`src/rtl/audio_proc_pkg.sv`:
```
// rtl/audio_proc_pkg.sv - shared widths and scanner FSM encoding for the audio FFT back end
package audio_proc_pkg;

    localparam int FFT_ADDR_W = 10;
    localparam int FFT_PWR_W  = 16;
    localparam int FFT_EXP_W  = 6;
    localparam int ENERGY_W   = 25;

    typedef enum logic [2:0] {
        ST_IDLE    = 3'd0,
        ST_ARM     = 3'd1,
        ST_WAIT_LO = 3'd2,
        ST_WAIT_HI = 3'd3,
        ST_SCAN    = 3'd4,
        ST_DRAIN   = 3'd5,
        ST_DONE    = 3'd6
    } scan_state_t;

endpackage

```
`src/rtl/fft_rd_delay.sv`:
```
// rtl/fft_rd_delay.sv - RD_LAT-deep shift register carrying {valid, addr} alongside the FFT read
module fft_rd_delay #(
    parameter int DEPTH  = 2,
    parameter int ADDR_W = 10
) (
    input  logic              clk,
    input  logic              reset_n,
    input  logic              valid_i,
    input  logic [ADDR_W-1:0] addr_i,
    output logic              valid_o,
    output logic [ADDR_W-1:0] addr_o
);

    logic [ADDR_W:0] pipe_q [DEPTH];

    always_ff @(posedge clk or negedge reset_n) begin
        if (!reset_n) begin
            for (int i = 0; i < DEPTH; i++) begin
                pipe_q[i] <= '0;
            end
        end else begin
            pipe_q[0] <= {valid_i, addr_i};
            for (int i = 1; i < DEPTH; i++) begin
                pipe_q[i] <= pipe_q[i-1];
            end
        end
    end

    assign {valid_o, addr_o} = pipe_q[DEPTH-1];

endmodule

```
`src/rtl/fft_peak_scanner.sv`:
```
// rtl/fft_peak_scanner.sv - triggers one FFT frame, sweeps bins, reports peak/energy/exponent
// Optional threshold detector (thresh / voice_active) enabled by FFT_PEAK_THRESH_EN.
module fft_peak_scanner
    import audio_proc_pkg::*;
#(
    parameter int NUM_BINS    = 512,
    parameter int FIRST_BIN   = 1,
    parameter int RD_LAT      = 2,
    parameter int TIMEOUT_CYC = 2000000
) (
    input  logic                  clk,
    input  logic                  reset_n,
    input  logic                  scan_req,
    output logic                  busy,
    output logic                  fft_start,
    input  logic                  fft_done,
    output logic [FFT_ADDR_W-1:0] fft_addr,
    input  logic [FFT_PWR_W-1:0]  fft_power,
    input  logic [FFT_EXP_W-1:0]  fft_exp,
    output logic [FFT_ADDR_W-1:0] peak_bin,
    output logic [FFT_PWR_W-1:0]  peak_power,
    output logic [ENERGY_W-1:0]   energy,
    output logic [FFT_EXP_W-1:0]  frame_exp,
    output logic                  result_valid,
`ifdef FFT_PEAK_THRESH_EN
    input  logic [FFT_PWR_W-1:0]  thresh,
    output logic                  voice_active,
`endif
    output logic                  err_timeout
);

    localparam int CNT_W = $clog2(TIMEOUT_CYC + RD_LAT + 1);
    localparam logic [FFT_ADDR_W-1:0] ADDR_FIRST = FFT_ADDR_W'(FIRST_BIN);
    localparam logic [FFT_ADDR_W-1:0] ADDR_LAST  = FFT_ADDR_W'(NUM_BINS - 1);

    scan_state_t state_q, state_d;
    logic [CNT_W-1:0]      cnt_q;
    logic [FFT_ADDR_W-1:0] addr_q;
    logic                  dly_valid;
    logic [FFT_ADDR_W-1:0] dly_addr;
    logic [FFT_PWR_W-1:0]  acc_pwr_q;
    logic [FFT_ADDR_W-1:0] acc_bin_q;
    logic [ENERGY_W-1:0]   acc_energy_q;
    logic                  first_q;
    logic [FFT_ADDR_W-1:0] peak_bin_q;
    logic [FFT_PWR_W-1:0]  peak_power_q;
    logic [ENERGY_W-1:0]   energy_q;
    logic [FFT_EXP_W-1:0]  frame_exp_q;
    logic                  result_valid_q;
    logic                  err_q;
    logic                  wait_expired;
    logic                  timeout_hit;

    // One budget covers both done phases, so a core that never toggles done cannot hang us.
    assign wait_expired = (cnt_q == CNT_W'(TIMEOUT_CYC - 1));
    assign timeout_hit  = wait_expired &&
                          (((state_q == ST_WAIT_LO) && fft_done) ||
                           ((state_q == ST_WAIT_HI) && !fft_done));

    always_ff @(posedge clk or negedge reset_n) begin
        if (!reset_n) begin
            state_q <= ST_IDLE;
        end else begin
            state_q <= state_d;
        end
    end

    always_comb begin
        state_d = state_q;
        case (state_q)
            ST_IDLE:    if (scan_req) state_d = ST_ARM;
            ST_ARM:     state_d = ST_WAIT_LO;
            ST_WAIT_LO: if (!fft_done) state_d = ST_WAIT_HI;
                        else if (timeout_hit) state_d = ST_IDLE;
            ST_WAIT_HI: if (fft_done) state_d = ST_SCAN;
                        else if (timeout_hit) state_d = ST_IDLE;
            ST_SCAN:    if (addr_q == ADDR_LAST) state_d = ST_DRAIN;
            ST_DRAIN:   if (cnt_q == CNT_W'(RD_LAT - 1)) state_d = ST_DONE;
            ST_DONE:    state_d = ST_IDLE;
            default:    state_d = ST_IDLE;
        endcase
    end

    always_comb begin
        fft_start = (state_q == ST_ARM);
        busy      = (state_q != ST_IDLE);
    end

    fft_rd_delay #(
        .DEPTH  (RD_LAT),
        .ADDR_W (FFT_ADDR_W)
    ) u_rd_delay (
        .clk     (clk),
        .reset_n (reset_n),
        .valid_i (state_q == ST_SCAN),
        .addr_i  (addr_q),
        .valid_o (dly_valid),
        .addr_o  (dly_addr)
    );

    always_ff @(posedge clk or negedge reset_n) begin
        if (!reset_n) begin
            cnt_q  <= '0;
            addr_q <= '0;
        end else begin
            if ((state_q == ST_WAIT_LO) || (state_q == ST_WAIT_HI) || (state_q == ST_DRAIN)) begin
                cnt_q <= cnt_q + 1'b1;
            end else begin
                cnt_q <= '0;
            end
            if ((state_q == ST_WAIT_HI) && fft_done) begin
                addr_q <= ADDR_FIRST;
            end else if ((state_q == ST_SCAN) && (addr_q != ADDR_LAST)) begin
                addr_q <= addr_q + 1'b1;
            end
        end
    end

    always_ff @(posedge clk or negedge reset_n) begin
        if (!reset_n) begin
            acc_pwr_q    <= '0;
            acc_bin_q    <= '0;
            acc_energy_q <= '0;
            first_q      <= 1'b0;
        end else if ((state_q == ST_IDLE) && scan_req) begin
            acc_pwr_q    <= '0;
            acc_bin_q    <= '0;
            acc_energy_q <= '0;
            first_q      <= 1'b1;
        end else if (dly_valid) begin
            acc_energy_q <= acc_energy_q + {{(ENERGY_W - FFT_PWR_W){1'b0}}, fft_power};
            // Strict compare over ascending bins keeps the lowest bin on ties.
            if (first_q || (fft_power > acc_pwr_q)) begin
                acc_pwr_q <= fft_power;
                acc_bin_q <= dly_addr;
            end
            first_q <= 1'b0;
        end
    end

    always_ff @(posedge clk or negedge reset_n) begin
        if (!reset_n) begin
            peak_bin_q     <= '0;
            peak_power_q   <= '0;
            energy_q       <= '0;
            frame_exp_q    <= '0;
            result_valid_q <= 1'b0;
            err_q          <= 1'b0;
        end else begin
            result_valid_q <= (state_q == ST_DONE);
            if ((state_q == ST_IDLE) && scan_req) begin
                err_q <= 1'b0;
            end else if (timeout_hit) begin
                err_q <= 1'b1;
            end
            if ((state_q == ST_WAIT_HI) && fft_done) begin
                frame_exp_q <= fft_exp;
            end
            if (state_q == ST_DONE) begin
                peak_bin_q   <= acc_bin_q;
                peak_power_q <= acc_pwr_q;
                energy_q     <= acc_energy_q;
            end
        end
    end

`ifdef FFT_PEAK_THRESH_EN
    logic voice_active_q;

    always_ff @(posedge clk or negedge reset_n) begin
        if (!reset_n) begin
            voice_active_q <= 1'b0;
        end else if (timeout_hit) begin
            voice_active_q <= 1'b0;
        end else if (state_q == ST_DONE) begin
            voice_active_q <= (acc_pwr_q >= thresh);
        end
    end

    assign voice_active = voice_active_q;
`endif

    assign fft_addr     = addr_q;
    assign peak_bin     = peak_bin_q;
    assign peak_power   = peak_power_q;
    assign energy       = energy_q;
    assign frame_exp    = frame_exp_q;
    assign result_valid = result_valid_q;
    assign err_timeout  = err_q;

endmodule

```
`config.mk`:
```
export PLATFORM = sky130hd
export DESIGN_NAME = fft_peak_scanner
export DESIGN_NICKNAME = d
export VERILOG_FILES = /design/src/rtl/audio_proc_pkg.sv /design/src/rtl/fft_rd_delay.sv /design/src/rtl/fft_peak_scanner.sv
export SDC_FILE = /design/constraint.sdc
export NUM_CORES = 1
export LEC_CHECK = 0
export CAP_MARGIN = 20
export CORE_MARGIN = 2
export CORE_UTILIZATION = 45
export CTS_CLUSTER_SIZE = 25
export DETAILED_ROUTE_END_ITERATION = 12
export PLACE_DENSITY = 0.69
export SLEW_MARGIN = 30
export SYNTH_ARGS = -nofsm -noshare
export SYNTH_HDL_FRONTEND = slang
export SYNTH_SLANG_ARGS = --single-unit
```
`constraint.sdc`:
```
create_clock -name clk -period 2.4 [get_ports clk]
set_clock_uncertainty 0.2 [all_clocks]
set_input_delay 0.72 -clock clk [delete_from_list [all_inputs] [get_ports clk]]
set_output_delay 0.72 -clock clk [all_outputs]
set_load 0.005 [all_outputs]
```
==> flow_metrics.py <==
metrics = {
    "placed_design": {
        "placed_cell_area_mm2": 0.009598,
        "io_buffers": 96,
        "placed_cells": 1138,
        "gp_congestion": 0.8527,
        "dp_hpwl_um": 12450,
    },
    "route": {
        "avgRoutedWirePerCell_um": 15.53,
        "vias_per_cell": 5.129,
        "dr.pass1.iters": 4,
        "ant_nets": 0,
        "totalWireLength_um": 18410,
        "route.detailed.drc": 0,
        "drtIter0Drc": 421,
        "vias": 6083,
    },
    "clocking": {
        "cts_buffers": 17,
        "clock-sinks": 167,
        "cts_max_level": 4,
        "clockBufferDepth": 2,
        "root_buffer": "clkbuf_16",
        "insertion_delay_ps": 430,
        "hold_buffers": 0,
        "tritoncts": "yes",
        "clkTransAtPathRegs_ps": 70,
    },
    "sta": {
        "min_period_ps": 2457,
        "setup_ws_ps": -57.37,
        "hold_violations": 0,
        "fin_crit_sh": 1.024,
        "drv_slew": 0,
        "relSlewSlack": 0.6504,
        "worstMarginPinSlew_ps": 518.8,
        "fmax_ghz": 0.4069,
        "rsz0062_at_grt": "true",
        "timing.setup.tns_ps": -996.3,
        "setup-violations-final": 26,
    },
    "critical_path": {
        "timing.rr.end": "acc_pwr_q[5]",
        "worst_path_max_delay_cell": "or4_4",
        "critPathMaxStageDelay_ps": 420,
        "worst_setup_path_end_kind": "register",
        "cp-start-kind": "input pin",
        "path_delay_family": "simple AND/OR/NAND/NOR gates",
        "path_max_fanout": 8,
        "crit_required_ps": 2520,
        "regToRegStartpoint": "acc_pwr_q[11]",
        "path_cells": "clkdlybuf4s15_2 > ha_4 > nand4_1 > nor2_1 > or4_4 > a21oi_2 > buf_4 > a21oi_4 > clkbuf_16 > a22o_1",
        "reg2regPathDepth": 10,
        "crit_type": "input pin to register",
        "rrSetupSlack_ps": 0,
        "worstPathArrival_ps": 2570,
        "path_buf_inv": 3,
        "critical_path.startpoint": "fft_power[12]",
    },
    "global_route": {
        "grt_antenna_before_repair": 0,
        "grtUsageTotal": 0.2116,
        "grt_max_degree": 69,
        "grt_pass1_vias": 6090,
        "grt_pass1_wl_um": 30480,
        "grt-ovfl-total": 0,
    },
    "floorplan": {
        "placementRows": 47,
        "chipHeight_um": 135.0,
        "core_mm2": 0.01670,
        "ios": 97,
        "dieArea_mm2": 0.01822,
        "initial_core_util": 0.4622,
        "die-width_um": 135.0,
    },
    "synthesis": {
        "syn_nets": 842,
        "ys_ff_latch": 167,
        "synth_top_area_frac": 0.5413,
        "synth_edf_count": 0,
        "ys_warn_count": 0,
        "syn_avg_cell_area_um2": 9.897,
        "syn_inst": 780,
        "synth_ff_type": "dfrtp_1",
        "synth_top_area_cell": "dfrtp_1",
        "synth_area_leaders": "dfrtp_1 54%, nand2_1 8.2%, ha_1 5.7%",
        "netlist_area_mm2": 0.007720,
        "ys_types": 54,
        "synthArstFlopShare": 1.000,
        "ys_seq_area_frac": 0.5413,
    },
    "power": {
        "ir_drop_mv": 0.6580,
        "p_leak_nw": 4.878,
        "p_per_area_mw_per_mm2": 1097,
        "report.power.total_mw": 11.51,
    },
    "cells_and_area": {
        "drive_gt1_frac": 0.2070,
        "layout_common_cells": "167 x nand2_1, 165 x dfrtp_1, 76 x clkdlybuf4s50_1",
        "final_common_cell": "nand2_1",
        "fin_nets": 1015,
        "instances_no_fill": 1186,
        "fin_area_mm2": 0.01050,
        "utilization": 0.6284,
        "diodes": 0,
        "syn_to_final_growth_pct": 35.95,
    },
    "run": {
        "maxCapViolations": 0,
    },
    "run_status": {
        "status": "complete, but fails checks",
        "violations": "setup timing",
    },
    "min_path": {
        "min_path_type": "input pin to asynchronous set/reset pin",
    },
}
state kept, by name, indices dropped and copies added (netlist names), 3 cells and up:
name	cells
peak_bin	10
acc_pwr_q	16
frame_exp	6
acc_energy_q	25
cnt_q	21
u_rd_delay.pipe_q	11
acc_bin_q	10
u_rd_delay.addr_o	10
peak_power	16
energy	25
fft_addr	10
state_q	3
cells in the mapped netlist, drive strengths merged, types with 17 or more instances:
master  number
ha          35
nand2      168
nand3       26
xnor2       17
dfrtp      167
a21oi       36
clkbuf      19
inv         29
a22o        26
nor2        69
o21ai       41
xor2        23
what timing repair did:
action	in CTS	in global routing
gates cloned	0	3
setup endpoints to repair	47	45
resized for setup	59	55
pin swaps	20	21
endpoints found under the hold margin	0	0
buffers inserted	5	8
routing by layer:
layer  up-vias  track usage  share of wire
li1       3016            -              -
met1      2944       0.2843           0.46
met2       104       0.3457           0.49
met3        19      0.04017          0.036
met4         0      0.07407          0.014
met5         -            0              0
worst max-delay path by stage:
stage	depth (start not counted)	end
2_1_floorplan	9	acc_energy_q[16]
3_3_place_gp	10	acc_energy_q[23]
3_5_place_dp	10	acc_energy_q[23]
4_1_cts	9	acc_energy_q[23]
5_1_grt	10	acc_energy_q[12]
6_report	10	acc_pwr_q[5]
per-stage QoR:
| step | hold slack [ps] | setup slack [ps] |
|---|---|---|
| after global placement | 132.1 | -820.7 |
| final | 28.62 | -57.37 |
| after floorplan | 131.2 | -159.1 |
| after detailed placement | 134.7 | -881.4 |
| after global routing | 54.45 | -108.5 |
| after CTS | 33.53 | -30.95 |
kinds of logic after synthesis:
group / count (synthesis) / synth area share
xor+xnor: 40 / 0.04538
flops: 167 / 0.5413
compound gates: 143 / 0.1219
fa+ha+maj: 37 / 0.06062
simple gates: 324 / 0.1827
mux: 11 / 0.01459
buf+inv: 58 / 0.03355
report_power, final:
part,internal (mW),total [mW],switching [mW]
clock,1.71,2.90,1.20
combinational,2.36,4.46,2.10
sequential,3.61,4.15,0.540
total,7.68,11.5,3.83
layout make-up:
class	instances	area, um2
clock inverters	13	187.7
fillers	1389	6206
well taps	220	275.3
repair buffers	183	1650
multi-input cells	555	3649
flip-flops and latches	167	4182
clock buffers	19	442.9
inverters	29	108.9
Power figures use the tool's default switching activity.
